<file path="config.mk">
export PLATFORM = sky130hd
export DESIGN_NAME = mem_port_arbiter_flat
export DESIGN_NICKNAME = d
export VERILOG_FILES = /design/src/rtl/mem_port_arbiter_pkg.sv /design/src/rtl/mem_port_arbiter_if.sv /design/src/rtl/mem_port_arbiter_beat_counter.sv /design/src/rtl/mem_port_arbiter.sv /design/src/flat_wrapper.sv
export SDC_FILE = /design/constraint.sdc
export NUM_CORES = 1
export LEC_CHECK = 0
export ABC_AREA = 1
export CORE_UTILIZATION = 25
export DETAILED_ROUTE_END_ITERATION = 12
export GPL_TIMING_DRIVEN = 1
export PLACE_DENSITY = 0.59
export SYNTH_ARGS = -nofsm -noshare
export SYNTH_HDL_FRONTEND = slang
export SYNTH_SLANG_ARGS = --single-unit
</file>
<file path="constraint.sdc">
create_clock -name clk -period 1.76 [get_ports clk]
set_clock_uncertainty 0.05 [all_clocks]
set_input_delay 0.264 -clock clk [delete_from_list [all_inputs] [get_ports clk]]
set_output_delay 0.264 -clock clk [all_outputs]
set_load 0.005 [all_outputs]
</file>
<file path="src/rtl/mem_port_arbiter_pkg.sv">
// mem_arb_pkg: shared types and width helpers for the memory port arbiter.
// Optional build macro MEM_ARB_RR_EN selects round-robin arbitration (owner_e).
package mem_arb_pkg;

  typedef enum logic [1:0] {
    IDLE    = 2'd0,
    GRANT_I = 2'd1,
    GRANT_D = 2'd2
  } arb_state_e;

  // Last transaction owner, used by round-robin arbitration
  typedef enum logic {
    OWN_I = 1'b0,
    OWN_D = 1'b1
  } owner_e;

  // Beat index width: clog2 of the line length, never below one bit
  function automatic int unsigned beat_w(input int unsigned n);
    return (n < 2) ? 1 : $clog2(n);
  endfunction

  localparam int unsigned LINE_WORDS_DEF = 4;
  localparam int unsigned BEAT_W         = beat_w(LINE_WORDS_DEF);

endpackage

</file>
<file path="src/rtl/mem_port_arbiter_if.sv">
// Cache-side and memory-side signals of the shared memory port.
// master: the arbiter. slave: caches plus memory model.
interface mem_port_arbiter_if
  import mem_arb_pkg::*;
#(
  parameter int unsigned LINE_WORDS = 4,
  parameter int unsigned ADDR_W     = 32,
  parameter int unsigned DATA_W     = 32
);
  localparam int unsigned BW = beat_w(LINE_WORDS);

  logic              i_req;
  logic [ADDR_W-1:0] i_addr;
  logic [DATA_W-1:0] i_rdata;
  logic              i_valid;
  logic              i_done;

  logic              d_req;
  logic              d_we;
  logic [ADDR_W-1:0] d_addr;
  logic [DATA_W-1:0] d_wdata;
  logic [DATA_W-1:0] d_rdata;
  logic              d_valid;
  logic              d_done;

  logic [BW-1:0]     beat_idx;

  logic              mem_req;
  logic              mem_we;
  logic [ADDR_W-1:0] mem_addr;
  logic [DATA_W-1:0] mem_wdata;
  logic [DATA_W-1:0] mem_rdata;
  logic              mem_ack;

  modport master (
    input  i_req, i_addr, d_req, d_we, d_addr, d_wdata, mem_rdata, mem_ack,
    output i_rdata, i_valid, i_done, d_rdata, d_valid, d_done, beat_idx,
           mem_req, mem_we, mem_addr, mem_wdata
  );

  modport slave (
    output i_req, i_addr, d_req, d_we, d_addr, d_wdata, mem_rdata, mem_ack,
    input  i_rdata, i_valid, i_done, d_rdata, d_valid, d_done, beat_idx,
           mem_req, mem_we, mem_addr, mem_wdata
  );

endinterface

</file>
<file path="src/rtl/mem_port_arbiter_beat_counter.sv">
// mem_beat_counter: beat counter, last-beat flag and base+offset beat address.
module mem_beat_counter
  import mem_arb_pkg::*;
#(
  parameter int unsigned LINE_WORDS = 4,
  parameter int unsigned ADDR_W     = 32,
  parameter int unsigned BW         = beat_w(LINE_WORDS)
) (
  input  logic              clk,
  input  logic              rst,
  input  logic              start,
  input  logic              adv,
  input  logic [ADDR_W-1:0] base,
  output logic [BW-1:0]     beat,
  output logic              last,
  output logic [ADDR_W-1:0] addr
);

  logic [BW-1:0]     cnt;
  logic [ADDR_W-1:0] base_q;

  // Latch the line base on grant; step the beat on each memory ack
  always_ff @(posedge clk) begin
    if (rst) begin
      cnt    <= '0;
      base_q <= '0;
    end else if (start) begin
      cnt    <= '0;
      base_q <= base;
    end else if (adv) begin
      cnt <= last ? '0 : cnt + BW'(1);
    end
  end

  assign beat = cnt;
  assign last = (cnt == BW'(LINE_WORDS - 1));
  // Word-address offset; sum wraps modulo 2**ADDR_W
  assign addr = base_q + (ADDR_W'(cnt) << 2);

endmodule

</file>
<file path="src/rtl/mem_port_arbiter.sv">
// mem_port_arbiter: shares one memory port between icache refills and
// dcache refills/writebacks, one LINE_WORDS-beat transaction at a time.
// Build macro MEM_ARB_RR_EN: round-robin instead of fixed dcache priority.
module mem_port_arbiter
  import mem_arb_pkg::*;
#(
  parameter int unsigned LINE_WORDS = 4,
  parameter int unsigned ADDR_W     = 32,
  parameter int unsigned DATA_W     = 32
) (
  input logic                clk,
  input logic                rst,
  mem_port_arbiter_if.master bus
);

  localparam int unsigned BW = beat_w(LINE_WORDS);

  arb_state_e        state;
  logic              mem_req_q;
  logic              mem_we_q;
  logic              i_valid_q, i_done_q, d_valid_q, d_done_q;
  logic [DATA_W-1:0] i_rdata_q, d_rdata_q;

  logic              pick_d;
  logic              start;
  logic              adv;
  logic [ADDR_W-1:0] grant_addr;
  logic [BW-1:0]     beat;
  logic              last;
  logic [ADDR_W-1:0] beat_addr;

`ifdef MEM_ARB_RR_EN
  owner_e last_owner;
  assign pick_d = bus.d_req && (!bus.i_req || (last_owner == OWN_I));
`else
  assign pick_d = bus.d_req;
`endif

  assign start      = (state == IDLE) && (bus.d_req || bus.i_req);
  assign grant_addr = pick_d ? bus.d_addr : bus.i_addr;
  // mem_req_q is only high in a grant state, so stray acks are dropped here
  assign adv        = mem_req_q && bus.mem_ack;

  mem_beat_counter #(
    .LINE_WORDS (LINE_WORDS),
    .ADDR_W     (ADDR_W),
    .BW         (BW)
  ) u_beat (
    .clk   (clk),
    .rst   (rst),
    .start (start),
    .adv   (adv),
    .base  (grant_addr),
    .beat  (beat),
    .last  (last),
    .addr  (beat_addr)
  );

  // Arbitration FSM with registered handshake and read-return outputs
  always_ff @(posedge clk) begin
    if (rst) begin
      state     <= IDLE;
      mem_req_q <= 1'b0;
      mem_we_q  <= 1'b0;
      i_valid_q <= 1'b0;
      i_done_q  <= 1'b0;
      d_valid_q <= 1'b0;
      d_done_q  <= 1'b0;
      i_rdata_q <= '0;
      d_rdata_q <= '0;
`ifdef MEM_ARB_RR_EN
      last_owner <= OWN_I;
`endif
    end else begin
      i_valid_q <= 1'b0;
      i_done_q  <= 1'b0;
      d_valid_q <= 1'b0;
      d_done_q  <= 1'b0;
      case (state)
        IDLE: begin
          if (start) begin
            state     <= pick_d ? GRANT_D : GRANT_I;
            mem_req_q <= 1'b1;
            mem_we_q  <= pick_d && bus.d_we;
`ifdef MEM_ARB_RR_EN
            last_owner <= pick_d ? OWN_D : OWN_I;
`endif
          end
        end
        GRANT_I, GRANT_D: begin
          if (adv) begin
            if (!mem_we_q) begin
              if (state == GRANT_I) begin
                i_rdata_q <= bus.mem_rdata;
                i_valid_q <= 1'b1;
              end else begin
                d_rdata_q <= bus.mem_rdata;
                d_valid_q <= 1'b1;
              end
            end
            if (last) begin
              i_done_q  <= (state == GRANT_I);
              d_done_q  <= (state == GRANT_D);
              mem_req_q <= 1'b0;
              mem_we_q  <= 1'b0;
              state     <= IDLE;
            end
          end
        end
        default: state <= IDLE;
      endcase
    end
  end

  assign bus.mem_req   = mem_req_q;
  assign bus.mem_we    = mem_we_q;
  assign bus.mem_addr  = beat_addr;
  // Write data tracks beat_idx combinationally; zero outside writebacks
  assign bus.mem_wdata = mem_we_q ? bus.d_wdata : '0;
  assign bus.beat_idx  = beat;
  assign bus.i_rdata   = i_rdata_q;
  assign bus.i_valid   = i_valid_q;
  assign bus.i_done    = i_done_q;
  assign bus.d_rdata   = d_rdata_q;
  assign bus.d_valid   = d_valid_q;
  assign bus.d_done    = d_done_q;

endmodule

</file>
<file path="src/flat_wrapper.sv">
// flat-port wrapper written by rule: the top's interface ports become plain ports
module mem_port_arbiter_flat import mem_arb_pkg::*;
#(
  parameter int unsigned LINE_WORDS = 4,
  parameter int unsigned ADDR_W     = 32,
  parameter int unsigned DATA_W     = 32
)
  (clk, rst, bus_i_req, bus_i_addr, bus_d_req, bus_d_we, bus_d_addr, bus_d_wdata, bus_mem_rdata, bus_mem_ack, bus_i_rdata, bus_i_valid, bus_i_done, bus_d_rdata, bus_d_valid, bus_d_done, bus_beat_idx, bus_mem_req, bus_mem_we, bus_mem_addr, bus_mem_wdata);
  mem_port_arbiter_if #(.LINE_WORDS(LINE_WORDS), .ADDR_W(ADDR_W), .DATA_W(DATA_W)) bus_i ();
  input logic clk;
  input logic rst;
  input wire logic [$bits(bus_i.i_req)-1:0] bus_i_req;
  input wire logic [$bits(bus_i.i_addr)-1:0] bus_i_addr;
  input wire logic [$bits(bus_i.d_req)-1:0] bus_d_req;
  input wire logic [$bits(bus_i.d_we)-1:0] bus_d_we;
  input wire logic [$bits(bus_i.d_addr)-1:0] bus_d_addr;
  input wire logic [$bits(bus_i.d_wdata)-1:0] bus_d_wdata;
  input wire logic [$bits(bus_i.mem_rdata)-1:0] bus_mem_rdata;
  input wire logic [$bits(bus_i.mem_ack)-1:0] bus_mem_ack;
  output wire logic [$bits(bus_i.i_rdata)-1:0] bus_i_rdata;
  output wire logic [$bits(bus_i.i_valid)-1:0] bus_i_valid;
  output wire logic [$bits(bus_i.i_done)-1:0] bus_i_done;
  output wire logic [$bits(bus_i.d_rdata)-1:0] bus_d_rdata;
  output wire logic [$bits(bus_i.d_valid)-1:0] bus_d_valid;
  output wire logic [$bits(bus_i.d_done)-1:0] bus_d_done;
  output wire logic [$bits(bus_i.beat_idx)-1:0] bus_beat_idx;
  output wire logic [$bits(bus_i.mem_req)-1:0] bus_mem_req;
  output wire logic [$bits(bus_i.mem_we)-1:0] bus_mem_we;
  output wire logic [$bits(bus_i.mem_addr)-1:0] bus_mem_addr;
  output wire logic [$bits(bus_i.mem_wdata)-1:0] bus_mem_wdata;
  assign bus_i.i_req = bus_i_req;
  assign bus_i.i_addr = bus_i_addr;
  assign bus_i.d_req = bus_d_req;
  assign bus_i.d_we = bus_d_we;
  assign bus_i.d_addr = bus_d_addr;
  assign bus_i.d_wdata = bus_d_wdata;
  assign bus_i.mem_rdata = bus_mem_rdata;
  assign bus_i.mem_ack = bus_mem_ack;
  assign bus_i_rdata = bus_i.i_rdata;
  assign bus_i_valid = bus_i.i_valid;
  assign bus_i_done = bus_i.i_done;
  assign bus_d_rdata = bus_i.d_rdata;
  assign bus_d_valid = bus_i.d_valid;
  assign bus_d_done = bus_i.d_done;
  assign bus_beat_idx = bus_i.beat_idx;
  assign bus_mem_req = bus_i.mem_req;
  assign bus_mem_we = bus_i.mem_we;
  assign bus_mem_addr = bus_i.mem_addr;
  assign bus_mem_wdata = bus_i.mem_wdata;
  mem_port_arbiter #(.LINE_WORDS(LINE_WORDS), .ADDR_W(ADDR_W), .DATA_W(DATA_W)) u_core (.clk(clk), .rst(rst), .bus(bus_i));
endmodule
</file>
==> reports/qor_table.md <==
| Quantity | Reported |
|:---|:---|
| Detailed router's first-iteration violation count | 306 |
| Synthesized netlist cell count | 783 |
| Tot Pwr | 7.933 mW |
| Core region area | 21,020 um2 |
| DRC violations left | 0 |
| H-tree depth reported by CTS | 3 |
| Detail Placement HPWL | 15,370 um |
| Worst-Skew Late Latency | 350 ps |
| Final critical path time including I/O delays and setup | 2383 ps |
| Horizontal die dimension | 148.4 um |
| Actual slew at the worst max-slew pin | 393.6 ps |
| Maximum fanout along the worst path | 4 |
| Cts bufs inserted | 9 |
| Req. time, crit path | 1450 ps |
| Final cell count without fillers | 1,393 |
| Crit share post-route | 1.354 |
| Total routing usage reported by global routing | 0.1930 |
| Post-synthesis share of cell area spent on full adders, half adders and majority gates | 0.01774 |
| Dominant combinational cell family by area after synthesis | simple AND/OR/NAND/NOR gates |
| Number of clock sinks seen by CTS | 106 |
| Count of cell types in the netlist | 31 |
| Final setup vio count | 29 |
| Total instance count after detailed placement | 1,341 |
| Area growth syn-to-layout | 81.40% |
| Worst Setup Path Type | register to output port |
| Initial core utilization | 0.2550 |
| Slew margin rel. | 0.7373 |
| Data arrival time of the critical path | 2070 ps |
| Number of buffers added to fix hold violations after cts | 0 |
| Count of filler cells inserted in the layout | 2,077 |
| Static leakage power | 4.382 nW |
| Max Clk Rate | 0.4197 GHz |
| Share of cells above drive strength 1 | 0.2086 |
| Type of origin of the critical path | register |
| Synthesis warning total | 0 |
| Clock tree from TritonCTS | done |
| Count of boundary I/O pins | 270 |
| Total of flip-flops plus latches after synthesis | 106 |
| Count of vias placed by the detailed router | 6,380 |
| Unrepaired setup endpoints after global routing | true |
| Final worst-path setup slack | -622.8 ps |
| Violations in the final reports | setup timing |
| Antenna violations before repair | 1 |
| Endpoints failing hold | 0 |
| Die area | 22,040 um2 |
| Total detailed-routing wirelength | 22,290 um |
| Register cell area after layout | 2148 um2 |
| # Max-Cap Violations | 0 |
| Ratio of total power to cell area | 815.6 nW/um2 |
| Post-Route Setup TNS | -12,850 ps |
| Largest net degree at the start of global routing | 72 |
| Clock transition time at the flip-flop clock pins of the worst setup and hold paths | 70 ps |
| Number of routed nets with antenna violations | 0 |
| Most area-hungry cell type in the Yosys netlist | sky130_fd_sc_hd__dfxtp_1 |
| Root Buffer | sky130_fd_sc_hd__clkbuf_16 |
| Post-synthesis net count | 924 |
| Die height | 148.4 um |
| Portion of synthesized cell area occupied by the leading cell type | 0.3958 |
| Routability congestion estimate | 0.8933 |
| Crit path capture type | output port |
| DR WL/cell | 16.00 um |
| Area of combinational cells with multiple inputs | 3100 um2 |
| Count of final max-slew check failures | 0 |
| Min-Delay Path Class | input pin to register |
| Post-synthesis share of cell area spent on and, or, nand and nor gates | 0.3459 |
| Sequential-to-total area share from yosys stat | 0.3958 |
| Bufs on Longest Clock Path | 2 |
| Mean post-synth cell area | 6.847 um2 |
| Run status | finished, violations left |
| Post-Synth XOR/XNOR Area | 0.02287 |
| Number of port buffers | 269 |
| Count of TritonRoute iterations in the first routing pass | 4 |
| Gr ovfl total | 0 |
| Number of rows created at floorplan | 53 |
| Mux contribution to synthesized area | 0 |
| Post-synthesis compound-gate area fraction | 0.1312 |
| Vias per inst | 4.580 |
| Global-route wire length before repair | 32,810 um |
| Leading cell types by total area after synthesis | sky130_fd_sc_hd__dfxtp_1, sky130_fd_sc_hd__nand2_1, sky130_fd_sc_hd__nand3_1, sky130_fd_sc_hd__a21oi_1, sky130_fd_sc_hd__o211a_1 |
| Final Net Count | 1,253 |
| Number of global-route vias before repair | 5,989 |
| Worst IR Drop VDD | 0.5104 mV |
| Cell area after synthesis | 5361 um2 |
[per-layer routing]
layer | up-vias | track usage | wire length [um]
li1 | 3195 | - | -
met2 | 211 | 0.3075 | 10430
met5 | - | 0 | 0
met4 | 0 | 0.07423 | 642
met1 | 2939 | 0.2529 | 9786
met3 | 35 | 0.04233 | 1434
[where the power goes]
| part | leakage (nW) | internal [mW] | switching [mW] |
|---|---|---|---|
| logic | 3.36 | 1.50 | 1.33 |
| clock network | 0.155 | 1.27 | 1.01 |
| registers | 0.869 | 2.60 | 0.220 |
[cell families (layout without fill, tap and decap cells)]
group	count (synthesis)	in the layout
simple gates	439	439
xor+xnor	14	14
fa+ha+maj	7	7
flops	106	106
compound gates	110	110
buf+inv	107	441
other cells	0	1
[worst max-delay path: stages (launching register included)]
cell and delay [ps]:
sky130_fd_sc_hd__dfxtp_2 360, sky130_fd_sc_hd__ha_4 140, sky130_fd_sc_hd__inv_2 30, sky130_fd_sc_hd__fa_2 340, sky130_fd_sc_hd__inv_2 90, sky130_fd_sc_hd__nand3_4 100
sky130_fd_sc_hd__buf_6 130, sky130_fd_sc_hd__nor2_4 140, sky130_fd_sc_hd__buf_6 120, sky130_fd_sc_hd__xor2_1 130, sky130_fd_sc_hd__buf_2 130
[flip-flops by register name, indices dropped and copies added, names as in the netlist]
signal	cells
u_core.bus.i_valid	1
u_core.state	2
u_core.bus.d_rdata	32
u_core.bus.i_rdata	32
u_core.bus.mem_we	1
u_core.bus.i_done	1
u_core.bus.d_done	1
u_core.bus.d_valid	1
u_core.u_beat.beat	2
u_core.u_beat.base_q	32
u_core.bus.mem_req	1
[repair_timing]
item | CTS | global route
buffers inserted | 26 | 8
pin swaps | 27 | 24
gates cloned | 4 | 3
endpoints found under the setup margin | 63 | 97
gates resized for setup | 239 | 45
[path summary, 6_finish.rpt]
| kind | start | end | slack (ps) | depth (start not counted) |
|---|---|---|---|---|
| max | u_core.u_beat.base_q[2] | bus_mem_addr[8] | -620 | 10 |
| min | rst | u_core.bus.mem_req | 350 | 3 |
| max reg2reg | u_core.state[1] | u_core.bus.d_rdata[17] | 110 | 8 |
| min reg2reg | u_core.bus.i_rdata[19] | u_core.bus.i_rdata[19] | 410 | 2 |
[synth_stat cells, drive strengths merged]
| cell type | count |
|---|---|
| nand2 | 267 |
| dfxtp | 106 |
| nand3 | 102 |
| a21oi | 75 |
| inv | 58 |
| nor2 | 56 |
| buf | 37 |
| o211a | 27 |
| clkbuf | 11 |
| nand3b | 10 |
| o21ai | 7 |
| xnor2 | 7 |
| xor2 | 7 |
| ha | 6 |
| nor3 | 3 |
| a211oi | 1 |
| clkinv | 1 |
| fa | 1 |
| nand4 | 1 |
[cell usage in the layout, fill, tap and decap left out, types with 9 or more instances in the layout]
| master | netlist | layout |
|---|---|---|
| sky130_fd_sc_hd__clkdlybuf4s50_1 | 0 | 205 |
| sky130_fd_sc_hd__o211a_1 | 27 | 27 |
| sky130_fd_sc_hd__nor2_2 | 6 | 9 |
| sky130_fd_sc_hd__nand2_1 | 266 | 246 |
| sky130_fd_sc_hd__clkbuf_16 | 0 | 12 |
| sky130_fd_sc_hd__inv_1 | 56 | 46 |
| sky130_fd_sc_hd__nor2_4 | 1 | 11 |
| sky130_fd_sc_hd__a21oi_1 | 73 | 73 |
| sky130_fd_sc_hd__buf_2 | 27 | 32 |
| sky130_fd_sc_hd__buf_4 | 5 | 60 |
| sky130_fd_sc_hd__dfxtp_1 | 106 | 93 |
| sky130_fd_sc_hd__dlygate4sd2_1 | 0 | 29 |
| sky130_fd_sc_hd__dfxtp_2 | 0 | 9 |
| sky130_fd_sc_hd__nand3_1 | 100 | 98 |
| sky130_fd_sc_hd__nand2_2 | 1 | 13 |
| sky130_fd_sc_hd__buf_12 | 0 | 12 |
| sky130_fd_sc_hd__buf_6 | 1 | 19 |
| sky130_fd_sc_hd__nor2_1 | 49 | 36 |
| sky130_fd_sc_hd__nand3b_1 | 10 | 10 |
[through the flow]
step / area (um2) / hold WS (ps) / setup WS [ps] / utilization
2_1_floorplan: 5403 / 354.2 / -44.38 / -
3_3_place_gp: 8797 / 398.2 / -519.4 / 0.4185
3_5_place_dp: 8797 / 402.5 / -523.9 / 0.4185
4_1_cts: 9514 / 342.4 / -662.1 / 0.4526
5_1_grt: 9726 / 364.3 / -720.4 / 0.4627
6_report: 9726 / 346.2 / -622.8 / 0.4627
[final cells by class]
type                            instances  share of cell area
Timing Repair Buffer                  366              0.3672
Multi-Input combinational cell        570              0.3188
Sequential cell                       106              0.2209
Tap cell                              275             0.03538
Inverter                               59             0.02406
Clock buffer                           10             0.02354
Clock inverter                          6            0.009906
Antenna cell                            1           0.0002573
Power figures use the tool's default switching activity.
